`config.mk`:
```
export PLATFORM = sky130hd
export DESIGN_NAME = pwm_wave_sequencer
export DESIGN_NICKNAME = d
export VERILOG_FILES = /design/src/rtl/pwm_wave_sequencer.sv
export SDC_FILE = /design/constraint.sdc
export NUM_CORES = 1
export LEC_CHECK = 0
export BUFFER_PORTS_ARGS = -buffer_cell sky130_fd_sc_hd__clkbuf_2
export CORE_AREA = 2 2 68 70
export DETAILED_ROUTE_END_ITERATION = 8
export DIE_AREA = 0 0 70 72
export HOLD_SLACK_MARGIN = 0.12
export PLACE_DENSITY = 0.72
export SETUP_SLACK_MARGIN = 0.05
export SLEW_MARGIN = 30
export SYNTH_ARGS = -nofsm -noshare
export SYNTH_HDL_FRONTEND = slang
export SYNTH_SLANG_ARGS = --single-unit
```
`constraint.sdc`:
```
create_clock -name sysclk -period 2.8 [get_ports sysclk]
set_clock_uncertainty 0.15 [all_clocks]
set_input_delay 0.14 -clock sysclk [delete_from_list [all_inputs] [get_ports sysclk]]
set_output_delay 0.14 -clock sysclk [all_outputs]
set_load 0.03 [all_outputs]
```
`src/rtl/pwm_wave_sequencer.sv`:
```
// PWM carrier sequencer: runs the carrier counter, steps a 2^CNT_W envelope and reloads duty per
// period. Optional feature macro: WAVE_TRIANGLE_EN enables the TRIANGLE (mode 3) envelope.
module pwm_wave_sequencer #(
  parameter int unsigned CNT_W    = 6,
  parameter int unsigned PRESCALE = 1
) (
  input  logic             sysclk,
  input  logic             rst_n,
  input  logic             enable,
  input  logic [1:0]       mode_req,
  input  logic             mode_valid,
  output logic             mode_ready,
  output logic [1:0]       active_mode,
  output logic [CNT_W-1:0] step_idx,
  output logic [CNT_W:0]   duty,
  output logic             period_tick,
  output logic             pulse
);

  localparam logic [1:0] StIdle    = 2'd0;
  localparam logic [1:0] StRun     = 2'd1;
  localparam logic [1:0] StPending = 2'd2;

  localparam logic [7:0]     PscMax = 8'(PRESCALE - 1);
  localparam logic [CNT_W:0] Full   = {1'b1, {CNT_W{1'b0}}};

  logic [1:0]       state_q, state_d;
  logic [CNT_W-1:0] cnt_q, cnt_d;
  logic [7:0]       psc_q, psc_d;
  logic [CNT_W-1:0] step_q, step_d;
  logic [1:0]       active_q, active_d;
  logic [1:0]       pend_q, pend_d;
  logic [CNT_W:0]   duty_q, duty_d;

  logic             running, xfer, wrap, step_adv, boundary;
  logic [CNT_W-1:0] step_next;

  // Envelope value for a mode at a given step; result is CNT_W+1 bits so 100 % is representable.
  function automatic logic [CNT_W:0] wave(input logic [1:0] m, input logic [CNT_W-1:0] s);
    logic [CNT_W:0] dbl;
    dbl  = {s, 1'b0};
    wave = '0;
    case (m)
      2'd1: wave = s[CNT_W-1] ? '0 : Full;
      2'd2: wave = {1'b0, s};
`ifdef WAVE_TRIANGLE_EN
      // Falling half: 2*(2^CNT_W - s) equals -2s modulo 2^(CNT_W+1).
      2'd3: wave = s[CNT_W-1] ? ('0 - dbl) : dbl;
`endif
      default: wave = '0;
    endcase
  endfunction

  assign running   = (state_q != StIdle);
  assign mode_ready = (state_q != StPending);
  assign xfer      = mode_valid & mode_ready;
  assign wrap      = running & (&cnt_q);
  assign step_adv  = wrap & (psc_q == PscMax);
  assign boundary  = step_adv & (&step_q);
  assign step_next = step_q + 1'b1;

  always_comb begin
    state_d  = state_q;
    cnt_d    = cnt_q;
    psc_d    = psc_q;
    step_d   = step_q;
    active_d = active_q;
    pend_d   = pend_q;
    duty_d   = duty_q;
    if (!enable) begin
      // Stopping commits any waiting request so it is not lost.
      state_d = StIdle;
      cnt_d   = '0;
      psc_d   = '0;
      step_d  = '0;
      if (state_q == StPending) begin
        active_d = pend_q;
      end else if (xfer) begin
        active_d = mode_req;
      end
      duty_d = wave(active_d, '0);
    end else if (state_q == StIdle) begin
      state_d = StRun;
      if (xfer) begin
        active_d = mode_req;
      end
      duty_d = wave(active_d, '0);
    end else begin
      cnt_d = cnt_q + 1'b1;
      if (wrap) begin
        psc_d  = step_adv ? 8'd0 : psc_q + 8'd1;
        duty_d = wave(active_q, step_adv ? step_next : step_q);
      end
      if (step_adv) begin
        step_d = step_next;
      end
      if (state_q == StPending) begin
        if (boundary) begin
          active_d = pend_q;
          duty_d   = wave(pend_q, '0);
          state_d  = StRun;
        end
      end else if (xfer) begin
        pend_d  = mode_req;
        state_d = StPending;
      end
    end
  end

  always_ff @(posedge sysclk or negedge rst_n) begin
    if (!rst_n) begin
      state_q  <= StIdle;
      cnt_q    <= '0;
      psc_q    <= '0;
      step_q   <= '0;
      active_q <= '0;
      pend_q   <= '0;
      duty_q   <= '0;
    end else begin
      state_q  <= state_d;
      cnt_q    <= cnt_d;
      psc_q    <= psc_d;
      step_q   <= step_d;
      active_q <= active_d;
      pend_q   <= pend_d;
      duty_q   <= duty_d;
    end
  end

  assign active_mode = active_q;
  assign step_idx    = step_q;
  assign duty        = duty_q;
  assign period_tick = wrap;
  assign pulse       = enable & ({1'b0, cnt_q} < duty_q);

endmodule

```
==> impl_metrics.json <==
{
  "io-pin-count": 24,
  "core_area_um2": 4260,
  "ys_seq_area_share_pct": 39.7,
  "synth_nets": 232,
  "outcome": "complete, no violations",
  "path_max_fanout": 22,
  "fill_cells": 395,
  "root_buffer": "clkbuf_8",
  "setup-tns-final_ps": 0,
  "cp_top_family": "simple AND/OR/NAND/NOR gates",
  "grt_overflow_total": 0,
  "post_cts_buffers": 0,
  "layout_commonest_cell": "dfrtp_1",
  "regArea_um2": 826,
  "clk_latency_ps": 290,
  "finalSetupViolCount": 0,
  "met3_usage_pct": 3.47,
  "hold_viol_final": 0,
  "cts_tree": "built",
  "viasPerCell": 5.28,
  "syn_area_per_cell_um2": 9.68,
  "drive_gt1_share_pct": 20.7,
  "first_iter_violations": 63,
  "port_buffers": 23,
  "met1_usage_pct": 25.0,
  "slew_viol_final": 0,
  "antenna_cells": 0,
  "wl_per_cell_um": 14.1,
  "drt.antenna.violating_nets": 0,
  "grt.met2_usage_pct": 27.6,
  "gp_congestion": 0.867,
  "drc": 0,
  "cellLeakagePower_nw": 1.08,
  "multi_input_area_um2": 1110,
  "power_mw": 1.08,
  "pwr_density_cell_nw_per_um2": 466,
  "vias": 1548,
  "crit_path_max_incr_delay_ps": 400,
  "grt_pass1_vias": 1533,
  "wl_um": 4120,
  "antenna_found_initial": 0,
  "grt_max_degree": 34,
  "min_period_ps": 2260,
  "globalRouteTotalUtil_pct": 17.9,
  "endpoint_kind": "flip-flop",
  "initial_utilization_pct": 48.8,
  "drv_cap": 0,
  "rows": 24,
  "crit_type": "flip-flop to flip-flop",
  "htreeDepth": 2,
  "synth_cell_types": 49,
  "hp-class": "primary input to flip-flop",
  "rsz0062_at_grt": "no",
  "layout.nets": 257,
  "ys_ff_latch": 33,
  "die-area_um2": 5040,
  "die_w_um": 70,
  "peakVddDrop_mv": 0.304,
  "syn-cell-area_um2": 2080,
  "grt_pass1_wl_um": 7190,
  "dpl.hpwl_um": 3000,
  "arrival_ps": 2310,
  "top_usage_layer": "met2",
  "cts_buffer_depth": 2,
  "cts_sinks": 33,
  "syn_inst": 215,
  "mostFrequentLayoutCells": "33 x dfrtp_1, 23 x clkbuf_2, 21 x nand2_1",
  "relSlewSlack_pct": 47.0,
  "min_period_over_period_pct": 80.6,
  "max_freq_mhz": 443,
  "cp_num_buf_inv": 1,
  "required_ps": 2860,
  "dr.pass1.iters": 6,
  "fp.dieH_um": 72,
  "start_kind": "flip-flop",
  "cts_buffers": 5,
  "area_growth_pct": 11.5,
  "worstMarginPinSlew_ps": 795,
  "synth_warnings": 0,
  "path_cells": "ha_1 > o2111a_1 > nand2_2 > inv_2 > nand3b_1 > or3b_1 > a31oi_1",
  "crit_slowest_cell": "dfrtp_1",
  "cts.clk_slew.worst_paths_ps": 70
}
[tightest hold or removal path: cells and delay by family]
kind,cells,cell delay (ps)
buf+inv,1,310
simple gates,1,140
compound gates,1,40
[synth_stat cells, drive strengths merged]
master	number	area (µm²)
dfrtp	33	826
nand2	24	108
inv	14	52.6
a21oi	12	67.6
and2	11	68.8
ha	11	138
nand3	11	60.1
xnor2	10	87.6
a21boi	8	60.1
o21ai	8	40.0
and3	6	37.5
buf	6	57.6
nor2	6	22.5
mux2	5	63.8
nand4	5	31.3
nor2b	5	31.3
nand3b	4	30.0
a31oi	3	18.8
clkbuf	3	12.5
nand4b	3	26.3
a21o	2	15.0
mux2i	2	20.0
nand2b	2	12.5
nor3	2	10.0
o21a	2	15.0
o22ai	2	12.5
o32ai	2	17.5
or2	2	12.5
or3b	2	17.5
a32oi	1	8.76
and4	1	8.76
and4b	1	11.3
bufbuf	1	18.8
nor3b	1	12.5
nor4b	1	23.8
o2111a	1	11.3
o211ai	1	7.51
or3	1	6.26
[registers in the layout, indices dropped and copies added, names as in the netlist]
register     count
state_q          2
active_mode      2
step_idx         6
psc_q            8
duty             7
pend_q           2
cnt_q            6
[through the flow]
stage	instance area (µm²)	utilization, %	std cells	hold slack [ps]	worst slack (ps)
after floorplan	2080	-	215	-306	747
after global placement	2180	51.1	281	126	595
after detailed placement	2180	51.1	281	128	560
after CTS	2320	54.4	293	235	551
after global routing	2320	54.4	293	324	377
final	2320	54.4	293	226	544
[path summary, 6_finish.rpt]
kind | cells after the start | from | slack [ps] | to
min in group asynchronous | 2 | rst_n | 310 | duty[4]
setup / recovery | 7 | cnt_q[1] | 540 | duty[6]
max in group asynchronous | 2 | rst_n | 1670 | psc_q[2]
hold reg to reg | 1 | pend_q[1] | 380 | pend_q[1]
setup reg to reg | 7 | cnt_q[1] | 540 | duty[6]
hold / removal | 3 | enable | 230 | state_q[0]
[layout make-up]
class	count	area share [%]
Multi-Input combinational cell	158	48.0
Tap cell	52	2.80
Timing Repair Buffer	28	7.01
Inverter	14	2.26
Clock inverter	1	0.216
Clock buffer	7	4.15
Sequential cell	33	35.6
[metal layers]
layer / up-vias / part of all wire (%)
met1: 718 / 48
li1: 800 / -
met4: 0 / 0.61
met5: - / 0
met2: 28 / 47
met3: 2 / 4.1
[cell families (layout without fill, tap and decap cells)]
kind of cell	count (synthesis)	count (layout)	share of synthesized area, %
AOI/OAI and AO/OA	42	42	13.2
muxes	7	7	4.03
xor gates and xnor gates	10	10	4.21
adders and majority gates	11	11	6.61
DFF	33	33	39.7
and+or+nand+nor	88	88	25.5
buffers and inverters	24	50	6.79
[power by group]
group / switching (mW) / total [mW] / internal [mW] / leakage, nW
Sequential: 0.0255 / 0.526 / 0.500 / 0.448
Clock: 0.170 / 0.392 / 0.222 / 0.0542
Combinational: 0.0991 / 0.164 / 0.0653 / 0.576
Total: 0.294 / 1.08 / 0.788 / 1.08
[what timing repair did]
| action | in CTS | in global routing |
|---|---|---|
| endpoints found under the setup margin | 0 | 0 |
| hold buffers | 4 | 0 |
| gates resized for setup | 0 | 0 |
| endpoints found under the hold margin | 38 | 0 |
Note: power is estimated with default switching activity, not from simulation.
